[src/rtl/pipe_hazard_ctrl.sv]
// pipe_hazard_ctrl: pipeline stall/flush/PC-hold generator for load-use, redirect, MAC occupancy and dmem wait.
// Optional MAC sequencing built only when PIPE_MAC_HAZARD_EN is defined.
module pipe_hazard_ctrl #(
  parameter int ADDR_W       = 5,
  parameter int MAC_LAT      = 4,
  parameter int CNT_W        = 4,
  parameter int WAIT_TIMEOUT = 255,
  parameter int TO_W         = 8
) (
  input  logic              clock,
  input  logic              reset,
  input  logic [ADDR_W-1:0] rs1_ID,
  input  logic [ADDR_W-1:0] rs2_ID,
  input  logic [ADDR_W-1:0] rd_EX,
  input  logic              memread_EX,
  input  logic              mac_start_EX,
  input  logic              redirect_MEM,
  input  logic              dmem_wait,
  output logic              pc_hold,
  output logic              stall_IF_ID,
  output logic              stall_ID_EX,
  output logic              stall_EX_MEM,
  output logic              stall_MEM_WB,
  output logic              flush_IF_ID,
  output logic              flush_ID_EX,
  output logic              flush_EX_MEM,
  output logic              mac_busy,
  output logic              timeout_err
);
  logic            load_use, mac_hold, in_run, terr;
  logic [TO_W-1:0] wd;
  assign load_use = memread_EX && rd_EX != '0 && (rd_EX == rs1_ID || rd_EX == rs2_ID);
`ifdef PIPE_MAC_HAZARD_EN
  typedef enum logic {RUN, MAC_BUSY} state_t;
  state_t           state, state_n;
  logic [CNT_W-1:0] cnt, cnt_n;
  // Freeze cycles leave state and cnt untouched so the MAC sequence stretches one-for-one.
  always_ff @(posedge clock or posedge reset)
    if (reset) begin
      state <= RUN;
      cnt   <= '0;
    end else if (!dmem_wait) begin
      state <= state_n;
      cnt   <= cnt_n;
    end
  always_comb begin
    state_n  = state;
    cnt_n    = cnt;
    mac_hold = 1'b0;
    if (state == RUN) begin
      if (mac_start_EX && !redirect_MEM) begin
        state_n  = MAC_BUSY;
        cnt_n    = CNT_W'(MAC_LAT - 2);
        mac_hold = 1'b1;
      end
    end else if (cnt != '0) begin
      cnt_n    = cnt - 1'b1;
      mac_hold = 1'b1;
    end else begin
      state_n = RUN;
    end
  end
  assign in_run = state == RUN;
`else
  logic [CNT_W-1:0] unused_mac;
  assign unused_mac = CNT_W'(MAC_LAT) ^ {CNT_W{mac_start_EX}};
  assign mac_hold   = 1'b0;
  assign in_run     = 1'b1;
`endif
  always_ff @(posedge clock or posedge reset)
    if (reset) begin
      wd   <= '0;
      terr <= 1'b0;
    end else if (dmem_wait) begin
      wd   <= (wd == TO_W'(WAIT_TIMEOUT)) ? wd : wd + 1'b1;
      terr <= terr | (wd >= TO_W'(WAIT_TIMEOUT - 1));
    end else begin
      wd   <= '0;
    end
  always_comb begin
    pc_hold      = 1'b0;
    stall_IF_ID  = 1'b0;
    stall_ID_EX  = 1'b0;
    stall_EX_MEM = 1'b0;
    stall_MEM_WB = 1'b0;
    flush_IF_ID  = 1'b0;
    flush_ID_EX  = 1'b0;
    flush_EX_MEM = 1'b0;
    if (reset) begin
    end else if (dmem_wait) begin
      pc_hold      = 1'b1;
      stall_IF_ID  = 1'b1;
      stall_ID_EX  = 1'b1;
      stall_EX_MEM = 1'b1;
      stall_MEM_WB = 1'b1;
    end else if (in_run && redirect_MEM) begin
      flush_IF_ID  = 1'b1;
      flush_ID_EX  = 1'b1;
      flush_EX_MEM = 1'b1;
    end else if (mac_hold) begin
      pc_hold      = 1'b1;
      stall_IF_ID  = 1'b1;
      stall_ID_EX  = 1'b1;
      flush_EX_MEM = 1'b1;
    end else if (in_run && load_use) begin
      pc_hold      = 1'b1;
      stall_IF_ID  = 1'b1;
      flush_ID_EX  = 1'b1;
    end
  end
  assign mac_busy    = !reset && !in_run;
  assign timeout_err = !reset && terr;
endmodule

[config.mk]
export PLATFORM = sky130hd
export DESIGN_NAME = pipe_hazard_ctrl
export DESIGN_NICKNAME = d
export VERILOG_FILES = /design/src/rtl/pipe_hazard_ctrl.sv
export SDC_FILE = /design/constraint.sdc
export NUM_CORES = 1
export LEC_CHECK = 0
export ABC_AREA = 0
export BUFFER_PORTS_ARGS = -buffer_cell sky130_fd_sc_hd__clkbuf_2
export CAP_MARGIN = 5
export CORE_ASPECT_RATIO = 0.75
export CORE_UTILIZATION = 30
export DETAILED_ROUTE_END_ITERATION = 6
export PLACE_DENSITY = 0.68
export SYNTH_ARGS = -nofsm -noshare
export SYNTH_HDL_FRONTEND = slang
export SYNTH_SLANG_ARGS = --single-unit
[constraint.sdc]
create_clock -name clock -period 1.6 [get_ports clock]
set_input_delay 0.24 -clock clock [delete_from_list [all_inputs] [get_ports clock]]
set_output_delay 0.24 -clock clock [all_outputs]
set_load 0.1 [all_outputs]
# Word level (Yosys, flattened, before mapping)
# Index checks and enable logic that the tools add are counted.
# word_totals
ram_bits	0
out_inout_bits	10
rom_bits	0
in_bits	21
latch_bits	0
memories	0
ff_bits	9
word_cells	29
# classes
order_cmp	1
muxes	14
multipliers	0
n_reduce_logical	6
n_shift	0
bitwise_logic	1
add_sub_neg	1
eq_ne	4
div_mod_pow	0
# op_table
cell	n
2-to-1 mux 8 bit	2
2-to-1 mux 1 bit	12
== test 5 bit	2
adder 8 x 1 -> 8 bit, second input constant	1
== test 8 bit, second input constant	1
greater-or-equal comparator 8 bit, second input constant	1
nonzero test 5 bit	1
logical AND 1 bit	3
!= test 2 bit, second input constant	1
zero test 1 bit	1
logical OR 1 bit	1
OR 1 bit	1

# Depth between registers and ports, before layout
# Gate-level depths: netlist (run 1).
# logic_depth
depth_word	7
mapped_depth	6
ltp_nobuf	5

# Worst setup path before layout (run 1)
# OpenSTA, ideal clock, no wires.
# synth_path
path_type	in2out
start	input port rd_EX[3]
end	output port stall_IF_ID
path_stages	5
setup_slack_ns	-3.159
required_time_ns	1.360
arrival_time_ns	4.519
path_buffers	1
cell_sequence	xor2_1 nor3_1 a22oi_1 o41ai_1 buf_4
# synth_via
elab_chain_cells	7
word_cells_on_any_way	10
classes_between	eq/ne (2); mux (4); reduce/logical (4)
# synth_rtl
item	line_no	text
start, declared	14	input logic [ADDR_W-1:0] rd_EX,
== test 5 bit / nonzero test 5 bit (equally long branches)	32	assign load_use = memread_EX && rd_EX != '0 && (rd_EX == rs1_ID || rd_EX == rs2_ID);
logical OR 1 bit / logical AND 1 bit (equally long branches)	32	
logical AND 1 bit (*)	32	
2-to-1 mux 1 bit (*) (4 in a row)	-	
end, declared	20	output logic stall_IF_ID,
# Mark *: on every way between the ends. The rest lies on a longest branch, timed or not.

# Worst setup path after layout (run 1)
# layout_path
start	input port rd_EX[4]
end	output port stall_IF_ID
# layout_via
elab_chain_cells	7
word_cells_on_any_way	10
classes_between	eq/ne (2); mux (4); reduce/logical (4)
# layout_rtl
item	line_no	text
== test 5 bit / nonzero test 5 bit (equally long branches)	32	
logical OR 1 bit / logical AND 1 bit (equally long branches)	32	
logical AND 1 bit (*)	32	
2-to-1 mux 1 bit (*)	105	end else if (in_run && load_use) begin
2-to-1 mux 1 bit (*)	96	end else if (in_run && redirect_MEM) begin
2-to-1 mux 1 bit (*)	90	end else if (dmem_wait) begin
2-to-1 mux 1 bit (*)	89	if (reset) begin
# Marks and branches as above.

==> results.md, run 1 <==
* Status: complete, but fails checks
* Failing checks: negative setup slack
* Yosys cell types at 29
* Largest net degree at the start of global routing at 10
* Final Cycle Share at 109%
* Die Footprint at 2370 sq um
* Worst setup margin at -0.140 ns
* CTS H-tree depth at 1
* Area Overhead vs Synth at 62.6%
* DR DRC count at 0
* CORE AREA at 2030 sq um
* Final net count at 128
* Hold WC Path Type: input port to asynchronous set/reset pin
* Total power at 687 uW
* Worst-Skew Late Latency at 0.27 ns
* Initial antenna violation count at 0
* Bufs on Longest Clock Path at 2
* # port buffers at 28
* Slew Viols, Final at 0
* Fin. Hold Viols at 0
* RSZ-0062 raised after global routing: true
* Yosys top cell area share at 34.5%
* Area of the multi-input gates at 423 sq um
* Final Skew at 0.00431 ns
* Critical path launch point type: input port
* Setup TNS at -0.388 ns
* Grt total ovfl at 0
* Final Wtd Congestion at 0.741
* Post-Layout Cell Count at 128
* First-pass GRT wire length at 2940 um
* Dpl hpwl at 1360 um
* Post-Synthesis Cells at 73
* Leakage at 0.505 nW
* Post-synth top area cell: dfrtp_1
* Fraction of layout cells with a size suffix above 1 at 45.2%
* Total CTS buffers at 3
* Detailed Route WL at 1730 um
* Hold WS at 0.0864 ns
* Critical path type: input port to output pin
* Placed cells at 124
* Area of the mapped netlist at 652 sq um
* Tot GR Track Use at 16.2%
* Min Tclk post-route at 1.74 ns
* Achievable Freq at 0.575 GHz
* Die W at 55.8 um
* Most common cell after layout, fill and taps aside: clkbuf_2
* Required @ worst endpoint at 1.36 ns
* Max-cap violations at 0
* CP cell instances: clkbuf_8 -> xor2_1 -> nor3_2 -> a22oi_2 -> o41ai_4 -> buf_12
* Setup crit end kind: output pin
* Sequential share of the synthesized area at 34.5%
* Worst path arrival time at 1.50 ns
* P per Cell Area at 648 nW/um^2
* Vias in the first global route at 657
* FILL cells at 182
* FF-to-FF path depth at 5
* DP Area at 995 sq um
* Final Setup Violations at 3
* Maximum fanout along the worst path at 3
* ANT nets after route at 0
* Vias per cell at 5.08
* Die H at 42.4 um
* Critical path's slowest cell: o41ai_4
* Initial Utilization at 32.1%
* CTS Root Cell: clkbuf_4
* FF/Latch Area at 225 sq um
* Max rail drop VDD at 0.000354 V
* TritonCTS clock tree: built
* Detailed Routing Iterations Pass 1 at 4
* Syn Nets at 96
* Reg2reg setup slack at 0.13 ns
* Post-synthesis register bit count at 9
* Post-route cell area at 1060 sq um
* Diodes inserted at 0
* Routed wire per std cell at 13.5 um
* Area contributors post-synth: dfrtp_1 35%, xor2_1 16%, buf_4 5.8%
* Via count at 650
* Starting DRC count in detailed routing at 22
* Cell Rows at 14
* Critical R2R Launch: wd[0]
* Clk slew on worst S/H paths at 0.06 ns
* Most frequent cells in the layout: 16 x clkbuf_2, 12 x xor2_1, 9 x dfrtp_1
* Crit path launch: rd_EX[4]
* Max stage delay on crit path at 0.38 ns
* IO Count at 31
* Ys Warns at 0
* CTS Sinks at 9
* Avg Cell Area, Syn at 8.93 sq um
-- metal layers --
metal / global-route usage [%] / share of wire [%]
met3: 4.63 / 4.1
met4: 5.85 / 1.3
met2: 29.4 / 55
met5: 0 / 0
met1: 18.3 / 39
-- per-stage QoR --
stage | util, % | setup slack [ns]
final | 52.2 | -0.140
after global routing | 52.2 | -0.192
after CTS | 51.4 | -0.138
after detailed placement | 49.0 | -0.294
after global placement | 49.0 | -0.246
after floorplan | - | -0.945
-- worst paths after layout --
kind | endpoint
worst max-delay path | stall_IF_ID
worst max register to register | wd[1]
worst min register to register | terr
max in group asynchronous | wd[1]
worst min-delay path | terr
min in group clock | wd[2]
-- registers in the layout, summed over array words and instances, names as in the netlist --
register  flops
terr          1
wd            8
-- worst max-delay path: cells and delay by family --
family | cells | cell delay [ns]
compound gates | 2 | 0.53
xor+xnor | 1 | 0.17
buf+inv | 2 | 0.35
simple gates | 1 | 0.20
-- cell usage after synthesis --
library cell  instances
nor2b_1               1
or2_0                 1
and4_1                1
nand3_1               1
a21oi_1               2
a31oi_1               3
xnor2_1               1
or4_1                 1
conb_1                1
nand2_1               3
o211ai_1              1
a211oi_1              2
o21bai_1              1
xor2_1               12
buf_2                 1
nor2_1                7
dfrtp_1               9
o2111ai_1             1
inv_1                 5
a22oi_1               1
nor3_1                2
ha_1                  2
nand4_1               1
o21ai_0               3
nor3b_1               1
and3_2                1
buf_4                 5
nand4_2               1
o41ai_1               2
-- timing repair --
action | CTS | global route
resized for setup | 5 | 7
pin swaps | 8 | 1
endpoints found under the setup margin | 3 | 3
buffers inserted | 1 | 1
hold buffers | 0 | 0
-- power by group --
| part | internal, mW | leakage (nW) | switching [mW] |
|---|---|---|---|
| combinational | 0.101 | 0.367 | 0.164 |
| clock | 0.0965 | 0.0150 | 0.0871 |
| sequential | 0.233 | 0.123 | 0.00463 |
-- cell families (layout without fill, tap and decap cells) --
kind of cell / count (synthesis) / count (layout) / share of synthesized area, %
xor+xnor: 13 / 13 / 17.5
other cells: 1 / 1 / 0.575
compound gates: 16 / 16 / 16.5
fa+ha+maj: 2 / 2 / 3.84
simple gates: 21 / 21 / 17.7
flops: 9 / 9 / 34.5
buf+inv: 11 / 42 / 9.41
-- final cells by class --
type / instances / share of cell area [%]
Multi-Input combinational cell: 53 / 39.9
Sequential cell: 9 / 21.3
Tap cell: 24 / 2.83
Inverter: 5 / 2.48
Clock buffer: 4 / 2.48
Timing Repair Buffer: 33 / 31.1
No activity file was read; power rests on OpenSTA's default activity.
==> run 2: changes to the inputs <==
--- a/config.mk
+++ b/config.mk
@@ -12,6 +12,7 @@
 export CORE_UTILIZATION = 30
 export DETAILED_ROUTE_END_ITERATION = 6
 export PLACE_DENSITY = 0.68
+export SETUP_SLACK_MARGIN = 0.2
 export SYNTH_ARGS = -nofsm -noshare
 export SYNTH_HDL_FRONTEND = slang
 export SYNTH_SLANG_ARGS = --single-unit
==> results.md, run 2 (synthesized netlist as in run 1, its figures left out) <==
* Most common cell after layout, fill and taps aside: clkbuf_2
* Largest net degree at the start of global routing at 10
* Critical R2R Launch: wd[1]
* Setup crit end kind: output pin
* Grt total ovfl at 0
* CTS H-tree depth at 1
* RSZ-0062 raised after global routing: true
* Initial Utilization at 32.1%
* Maximum fanout along the worst path at 3
* Most flop-heavy register: wd
* Final Setup Violations at 3
* Final Wtd Congestion at 0.735
* FF-to-FF End: wd[5]
* Biggest regs: wd x8, terr x1
* Bufs on Longest Clock Path at 2
* Starting DRC count in detailed routing at 7
* Fraction of layout cells with a size suffix above 1 at 55.9%
* Pint at 443 uW
* CTS Sinks at 9
* # port buffers at 28
* Worst-Skew Late Latency at 0.26 ns
* Switching Share at 35.6%
* Required @ worst endpoint at 1.36 ns
* Via count at 659
* Critical path's slowest cell: or4_4
* Hold WC Path Type: input port to asynchronous set/reset pin
* Diodes inserted at 0
* CTS Root Cell: clkbuf_4
* Hold_buf cts at 0
* Clk pwr share at 24.5%
* Slew Viols, Final at 0
* Final net count at 135
* TritonCTS clock tree: built
* Post-route cell area at 1130 sq um
* Initial antenna violation count at 0
* Status: complete, but fails checks
* Max-cap violations at 0
* Achievable Freq at 0.566 GHz
* Vias per cell at 4.88
* Final Skew at 0.00501 ns
* Cell Rows at 14
* Tot GR Track Use at 15.1%
* Detailed Route WL at 1650 um
* DR DRC count at 0
* Dpl hpwl at 1270 um
* DP Area at 1010 sq um
* Most frequent cells in the layout: 16 x clkbuf_2, 13 x buf_4, 12 x xor2_1
* Leakage at 0.536 nW
* Die W at 55.8 um
* Detailed Routing Iterations Pass 1 at 4
* Reg2reg setup slack at 0.23 ns
* Final Cycle Share at 111%
* Min Tclk post-route at 1.77 ns
* Crit path launch: rd_EX[4]
* Util after Layout at 55.8%
* Clk slew on worst S/H paths at 0.06 ns
* Placed cells at 125
* FILL cells at 177
* Critical path launch point type: input port
* CORE AREA at 2030 sq um
* ANT nets after route at 0
* Fin. Hold Viols at 0
* First-pass GRT wire length at 2740 um
* FF-to-FF path depth at 6
* Vias in the first global route at 614
* Worst setup margin at -0.168 ns
* Area Overhead vs Synth at 74.1%
* Gate power share at 40.7%
* Worst path arrival time at 1.53 ns
* CP cell instances: buf_8 -> or4_4 -> o21ai_2 -> buf_4 -> o41ai_4 -> buf_4 -> buf_12
* Max rail drop VDD at 0.000497 V
* P per Cell Area at 607 nW/um^2
* Critical path type: input port to output pin
* CP dominant cell by count: buf_4
* Routed wire per std cell at 12.2 um
* Die Footprint at 2370 sq um
* Seq pwr share at 34.8%
* IO Count at 31
* Failing checks: negative setup slack
* Die H at 42.4 um
* Max stage delay on crit path at 0.53 ns
* Max FFs per register at 8
* Total CTS buffers at 3
* Post-Layout Cell Count at 135
* Psw at 245 uW
-- run 2: power by group through the flow --
stage	clock (mW)	sequential [mW]	combinational, mW
final	0.169	0.240	0.280
after detailed placement	0	0.247	0.245
after floorplan	0	0.244	0.161
after CTS	0.176	0.239	0.264
after global placement	0	0.246	0.241
after global routing	0.186	0.240	0.296
-- run 2: through the flow --
step	power, mW	setup TNS, ns	setup WS (ns)	hold WS (ns)
after global routing	0.721	-0.603	-0.208	0.0998
after global placement	0.486	-0.716	-0.268	0.357
final	0.689	-0.492	-0.168	0.0815
after CTS	0.679	-0.525	-0.185	0.0798
after floorplan	0.405	-2.07	-0.945	0.0833
after detailed placement	0.492	-0.880	-0.323	0.363
-- run 2: worst max-delay path by stage --
stage                  end  slack, ns  cells past startpoint
2_1_floorplan  stall_IF_ID      -0.95                      5
3_3_place_gp       pc_hold      -0.27                      7
3_5_place_dp   stall_IF_ID      -0.32                      7
4_1_cts        stall_IF_ID      -0.19                      7
5_1_grt            pc_hold      -0.21                      8
6_report       stall_IF_ID      -0.17                      7
-- run 2: area by class of cell --
cell class                      instances  area, sq um  area share (%)
Clock buffer                            4         26.3            2.32
Timing Repair Buffer                   40          378            33.3
Tap cell                               24         30.0            2.65
Sequential cell                         9          226            20.0
Multi-Input combinational cell         53          448            39.5
Inverter                                5         26.3            2.32
-- run 2: timing repair --
action / CTS / global route
pin swaps: 4 / 7
endpoints found under the setup margin: 6 / 7
resized for setup: 5 / 13
buffers inserted: 3 / 3
-- run 2: layer usage --
metal	track usage (%)	up-vias	share of wire, %
li1	-	326	-
met1	19.1	315	42
met2	25.5	18	53
met3	4.94	0	4.8
met4	2.93	0	0
met5	0	-	0
-- run 2: critical path, delay by kind of cell --
family	cells	cell delay, ns
AOI/OAI and AO/OA	2	0.21
buffers and inverters	4	0.55
and+or+nand+nor	1	0.53
